`config.mk`:
```
export PLATFORM = sky130hd
export DESIGN_NAME = xadc_drp_sampler
export DESIGN_NICKNAME = d
export VERILOG_FILES = /design/src/rtl/xadc_drp_sampler.sv
export SDC_FILE = /design/constraint.sdc
export NUM_CORES = 1
export LEC_CHECK = 0
export ABC_AREA = 1
export ABC_CLOCK_PERIOD_IN_PS = 2150
export CORE_ASPECT_RATIO = 0.9
export CORE_MARGIN = 1.5
export CORE_UTILIZATION = 30
export CTS_CLUSTER_DIAMETER = 40
export CTS_CLUSTER_SIZE = 16
export DETAILED_ROUTE_END_ITERATION = 6
export PLACE_DENSITY = 0.57
export SYNTH_ARGS = -nofsm -noshare
export SYNTH_HDL_FRONTEND = slang
export SYNTH_SLANG_ARGS = --single-unit
```
`constraint.sdc`:
```
create_clock -name clk -period 2.15 [get_ports clk]
set_clock_uncertainty 0.2 [all_clocks]
set_input_delay 0.43 -clock clk [delete_from_list [all_inputs] [get_ports clk]]
set_output_delay 0.43 -clock clk [all_outputs]
set_load 0.02 [all_outputs]
```
`src/rtl/xadc_drp_sampler.sv`:
```
// xadc_drp_sampler
//   Sits between the XADC DRP port and the threshold/compare logic. Each
//   end-of-conversion issues one DRP read of DADDR and waits for drdy. If
//   drdy does not arrive within TIMEOUT cycles the read is abandoned and a
//   timeout pulse is raised. The 12-bit result can be optionally averaged
//   over 2^AVG_LOG2 reads before it is presented as a one-cycle-valid sample.
//   End-of-conversion pulses that arrive while a read is in flight are
//   counted in drop_cnt, so lost conversions are visible to software.
//
// Parameters
//   DADDR     DRP address read on every request
//   AVG_LOG2  log2 of the averaging window (0..4, 0 = no averaging)
//   TIMEOUT   WAIT cycles allowed for drdy (1..255)
//
// Ports
//   clk           system clock / DRP dclk
//   rst           asynchronous active-high reset
//   eoc_in        end-of-conversion pulse from XADC
//   drdy_in       DRP data ready
//   do_in[15:0]   DRP read data, result in do_in[15:4]
//   den_out       DRP enable, one pulse per request
//   daddr_out     DRP address (constant DADDR)
//   avg_en        1 = averaged output, 0 = every raw sample
//   sample_out    latest raw or averaged result
//   sample_valid  one-cycle pulse when sample_out updates
//   timeout_err   one-cycle pulse on DRP timeout
//   drop_cnt      eoc pulses ignored while busy, saturating at 8'hFF
//   busy          high whenever a read is in flight
//
// Optional build macro XADC_SAMPLER_MINMAX_EN adds:
//   min_out / max_out  smallest / largest raw sample since reset or clear
//   minmax_clr         restores min_out=12'hFFF, max_out=12'h000 (wins over
//                      a simultaneous sample)

module xadc_drp_sampler #(
    parameter logic [6:0]  DADDR    = 7'h12,
    parameter int unsigned AVG_LOG2 = 2,
    parameter int unsigned TIMEOUT  = 15
) (
    input  logic        clk,
    input  logic        rst,
    input  logic        eoc_in,
    input  logic        drdy_in,
    input  logic [15:0] do_in,
    output logic        den_out,
    output logic [6:0]  daddr_out,
    input  logic        avg_en,
    output logic [11:0] sample_out,
    output logic        sample_valid,
    output logic        timeout_err,
    output logic [7:0]  drop_cnt,
    output logic        busy
`ifdef XADC_SAMPLER_MINMAX_EN
    ,
    output logic [11:0] min_out,
    output logic [11:0] max_out,
    input  logic        minmax_clr
`endif
);

    localparam int unsigned AW = 12 + AVG_LOG2;
    localparam int unsigned CW = (AVG_LOG2 > 0) ? AVG_LOG2 : 1;
    localparam logic [CW-1:0] CNT_LAST  = CW'((1 << AVG_LOG2) - 1);
    localparam logic [7:0]    WAIT_LAST = 8'(TIMEOUT - 1);

    typedef enum logic [1:0] {
        S_IDLE,
        S_REQ,
        S_WAIT,
        S_ACC
    } state_t;

    state_t        state;
    state_t        next_state;
    logic [7:0]    wait_cnt;
    logic [11:0]   raw;
    logic [AW-1:0] acc;
    logic [AW-1:0] acc_sum;
    logic [CW-1:0] cnt;
    logic          wait_expired;

    // Low nibble of the DRP word carries no result bits.
    logic unused_low_nibble;
    assign unused_low_nibble = ^do_in[3:0];

    assign daddr_out    = DADDR;
    assign acc_sum      = acc + AW'(raw);
    // Last allowed WAIT cycle; drdy in this same cycle still takes priority.
    assign wait_expired = (wait_cnt == WAIT_LAST);

    // State register
    always_ff @(posedge clk or posedge rst) begin
        if (rst) begin
            state <= S_IDLE;
        end else begin
            state <= next_state;
        end
    end

    // Next-state logic
    always_comb begin
        next_state = state;
        case (state)
            S_IDLE: if (eoc_in) next_state = S_REQ;
            S_REQ:  next_state = S_WAIT;
            S_WAIT: begin
                if (drdy_in) begin
                    next_state = S_ACC;
                end else if (wait_expired) begin
                    next_state = S_IDLE;
                end
            end
            S_ACC:   next_state = S_IDLE;
            default: next_state = S_IDLE;
        endcase
    end

    // State-decoded outputs
    always_comb begin
        den_out = (state == S_REQ);
        busy    = (state != S_IDLE);
    end

    // Wait counter, raw capture and timeout pulse
    always_ff @(posedge clk or posedge rst) begin
        if (rst) begin
            wait_cnt    <= '0;
            raw         <= '0;
            timeout_err <= 1'b0;
        end else begin
            timeout_err <= 1'b0;
            if (state == S_REQ) begin
                wait_cnt <= '0;
            end else if (state == S_WAIT) begin
                if (drdy_in) begin
                    raw <= do_in[15:4];
                end else begin
                    wait_cnt <= wait_cnt + 8'd1;
                    if (wait_expired) begin
                        timeout_err <= 1'b1;
                    end
                end
            end
        end
    end

    // Averaging and sample output. With avg_en low the window is held empty,
    // so re-enabling always starts a fresh window.
    always_ff @(posedge clk or posedge rst) begin
        if (rst) begin
            acc          <= '0;
            cnt          <= '0;
            sample_out   <= '0;
            sample_valid <= 1'b0;
        end else begin
            sample_valid <= 1'b0;
            if (!avg_en) begin
                acc <= '0;
                cnt <= '0;
                if (state == S_ACC) begin
                    sample_out   <= raw;
                    sample_valid <= 1'b1;
                end
            end else if (state == S_ACC) begin
                if (cnt == CNT_LAST) begin
                    sample_out   <= acc_sum[AVG_LOG2 +: 12];
                    sample_valid <= 1'b1;
                    acc          <= '0;
                    cnt          <= '0;
                end else begin
                    acc <= acc_sum;
                    cnt <= cnt + CW'(1);
                end
            end
        end
    end

    // Overrun counter: any eoc outside IDLE is lost, including the cycle
    // in which the FSM is just returning to IDLE.
    always_ff @(posedge clk or posedge rst) begin
        if (rst) begin
            drop_cnt <= '0;
        end else if (eoc_in && (state != S_IDLE) && (drop_cnt != '1)) begin
            drop_cnt <= drop_cnt + 8'd1;
        end
    end

`ifdef XADC_SAMPLER_MINMAX_EN
    always_ff @(posedge clk or posedge rst) begin
        if (rst) begin
            min_out <= '1;
            max_out <= '0;
        end else if (minmax_clr) begin
            min_out <= '1;
            max_out <= '0;
        end else if (state == S_ACC) begin
            if (raw < min_out) min_out <= raw;
            if (raw > max_out) max_out <= raw;
        end
    end
`endif

endmodule

```
==> results.txt <==
----------------------------------------------------
[Run status]
  Status ... finished clean

[Yosys]
  Share of synthesized flip-flops with an asynchronous set or reset ... between 90% and 100%
  Largest cells by area after synthesis ... dfrtp_1, nand2_1, ha_1
  Most frequent cell after synthesis ... nand2_1
  Most frequent cells after synthesis ... nand2_1, dfrtp_1, inv_1, nor2_1, nand3_1
  Syn Std Cell Area ... about 0.0035 sq mm
  Ys Warns ... 0
  Share of synthesized area occupied by flip-flops and latches ... between 40% and 50%
  Top_reg_cell synth ... dfrtp_1
  Mean Syn Cell Area ... about 8.0 sq um
  Post-Synthesis Cells ... 441
  Number of register bits inferred by synthesis ... 60
  Post-synth EDFFs ... 0
  Distinct cell type count of the synthesized netlist ... 37
  Area share of the largest cell type after synthesis ... between 40% and 50%
  Cell taking the most area after synthesis ... dfrtp_1

[Global routing]
  Wire length of the first global-routing pass ... approximately 14000 um
  Met2 Track Usage GR ... 21.4%
  Global route total overflow ... 0
  Busiest layer in global routing ... met2
  M1 GR Usage ... 17.2%
  Global-route usage over all layers ... a little over an eighth
  Antenna violations before repair ... 0
  Pin count of the biggest net entering global routing ... 61
  GR Util met3 ... under 10%
  Via count of the first global-routing pass ... around 3000

[Critical path]
  Category of the worst setup path launch point ... flop
  Beginning of the critical path ... state[1]
  Critical Path End ... busy
  Logic depth of the worst register-to-register path ... 12
  CP most frequent cell ... inv_1
  Stage delay of the slowest cell on the critical path ... between 400 and 500 ps
  Critical register-to-register path startpoint ... raw[0]
  Critical path endpoint category ... primary output
  Critical setup path kind ... reg -> out
  Worst Path Max Fanout ... 4
  RR Endpoint ... sample_out[6]
  Worst path slowest cell ... dfrtp_1
  Data arrival time of the critical path ... 1430 ps
  CP required ... 1520 ps
  Cell-by-cell trace of the critical path ... inv_1, ha_1, inv_1, clkdlybuf4s15_1
  FF-to-FF setup slack ... between 100 and 150 ps

[Finish]
  Layout filler cell count ... 1193
  Fraction of layout instances using a drive strength above 1 ... about an eighth
  Number of diodes ... 0
  Synthesis-to-layout area growth ... 28.3%
  Sequential cell area ... 0.00150 sq mm
  Nets ... approximately 540
  Area of the multi-input gates ... roughly 0.0018 sq mm

[Clock tree]
  Cts bufs inserted ... 9
  CTS tree ... yes
  Deepest clock path buffer count ... 2
  Clock latency of the later-clocked register in the worst-skew pair ... about 320 ps
  Clk sinks ... 60
  Clock root buffer master ... clkbuf_16
  Number of H-tree levels ... 3
  Post-cts hold buffer count ... 0
  Clock transition at path regs ... ~60 ps

[STA]
  Worst Hold Margin ... about 280 ps
  Setup TNS ... 0 ps
  Final Max Tran Viols ... 0
  Count of final setup violators ... 0
  Maximum operating frequency ... 486 MHz
  Count of final hold-check violations ... 0
  Fraction of the cycle the final worst path needs ... between 90% and 100%
  Crit path time final ... approximately 2100 ps

[Power and ir drop]
  Pwr dens ... approximately 1400 mW/mm^2
  Leakage dissipation ... around 2.3 nW
  Maximum vdd drop ... just under 0.0006 V

[Floorplan]
  Height of the die ... about 110 um
  Cell row count ... 37
  Number of top-level pins ... 52
  Die area ... 0.0125 sq mm
  Starting density of the core ... 30.8%
  Core area ... ~0.011 sq mm
  Die outline width ... about 120 um

[Placed design]
  Count of buffers inserted at the top-level ports ... 40
  RD Place Congestion ... 0.872
  Hpwl dp ... slightly below 6000 um

[Routing]
  Number of search-and-repair iterations in the first detailed-routing pass ... 4
  Vias per cell ... between 4 and 5
  DRC violation count after routing ... 0
  Number of antenna-violating nets in the routed design ... 0
  Final wirelength ... between 7000 and 8000 um
  Number of violations reported at the end of detailed-routing iteration 0 ... ~130
  WL/cell ... around 12 um
  Via count ... a little under 3000

[Min path]
  Worst min-delay path class ... in -> async

[Job]
  Max cap viols ... 0

----------------------------------------------------
power breakdown:
group,total [mW],switching [mW],internal [mW]
sequential,1.87,0.335,1.53
combinational,2.69,1.52,1.17
clock,1.66,0.519,1.14
total,6.22,2.38,3.84
flip-flops by register name, indices dropped and copies added (netlist names):
signal        cells
acc              14
cnt               2
drop_cnt          8
raw              12
sample_out       12
sample_valid      1
state             2
timeout_err       1
wait_cnt          8
worst max-delay path: cells and delay by family (launching register included):
kind	cells	cell delay, ps
buffers and inverters	3	470
DFF	1	410
adders and majority gates	1	220
cells by family (layout without fill, tap and decap cells):
logic type / after synthesis / in the layout / synth area share, %
adder cells (fa/ha/maj): 21 / 21 / 7.63
flip-flops: 60 / 60 / 42.4
other: 2 / 7 / 0.212
buffers and inverters: 70 / 126 / 8.76
multiplexers: 12 / 12 / 3.82
AND/OR/NAND/NOR: 213 / 213 / 25.6
AO/OA/AOI/OAI: 51 / 51 / 8.59
XOR/XNOR: 12 / 12 / 2.97
what timing repair did:
action,CTS,global route
gates resized for setup,2,4
endpoints found under the setup margin,2,8
buffers inserted,0,1
pin swaps,0,1
area by class of cell:
class | instances | area share (%)
multi-input combinational | 316 | 38.8
sequential | 60 | 33.0
timing repair buffer | 53 | 11.5
clock buffer | 9 | 4.96
inverter | 57 | 4.71
tap | 156 | 4.30
clock inverter | 7 | 2.73
how the worst min path moves through the flow:
| stage | start | to | slack [ps] | depth (start not counted) |
|---|---|---|---|---|
| 6_report | rst | sample_valid | 280 | 3 |
| 5_1_grt | acc[7] | acc[7] | 300 | 2 |
| 4_1_cts | acc[9] | acc[9] | 290 | 2 |
| 3_5_place_dp | sample_out[3] | sample_out[3] | 270 | 2 |
| 3_3_place_gp | cnt[1] | cnt[1] | 260 | 2 |
| 2_1_floorplan | cnt[1] | cnt[1] | 250 | 2 |
cell usage in the layout (no fill, tap or decap), drive strengths merged, types with 7 or more instances in the layout:
cell | synthesis | layout
o21ai | 18 | 18
dfrtp | 60 | 60
xnor2 | 7 | 7
nand3 | 29 | 29
ha | 20 | 20
clkdlybuf4s50 | 0 | 38
clkbuf | 0 | 9
mux2 | 12 | 12
nand2 | 132 | 132
conb | 2 | 7
inv | 57 | 58
buf | 13 | 13
nor2 | 38 | 38
a21oi | 23 | 23
metal layers:
| metal | wire length (um) | up-vias |
|---|---|---|
| li1 | - | 1507 |
| met1 | 3760 | 1387 |
| met2 | 3570 | 58 |
| met3 | 332 | 6 |
| met4 | 110 | 0 |
| met5 | 0 | - |
through the flow:
step | area, sq um | instances | util (%) | setup WS, ps | power (mW)
floorplan | 3560 | 446 | - | 35.3 | 3.64
global placement | 4170 | 641 | 36.4 | 95.7 | 4.52
detailed placement | 4170 | 641 | 36.4 | 63.0 | 4.57
CTS | 4520 | 657 | 39.4 | 24.8 | 6.26
global route | 4540 | 658 | 39.6 | -7.96 | 6.69
finish | 4540 | 658 | 39.6 | 92.0 | 6.22
(Power assumes the default switching activity.)
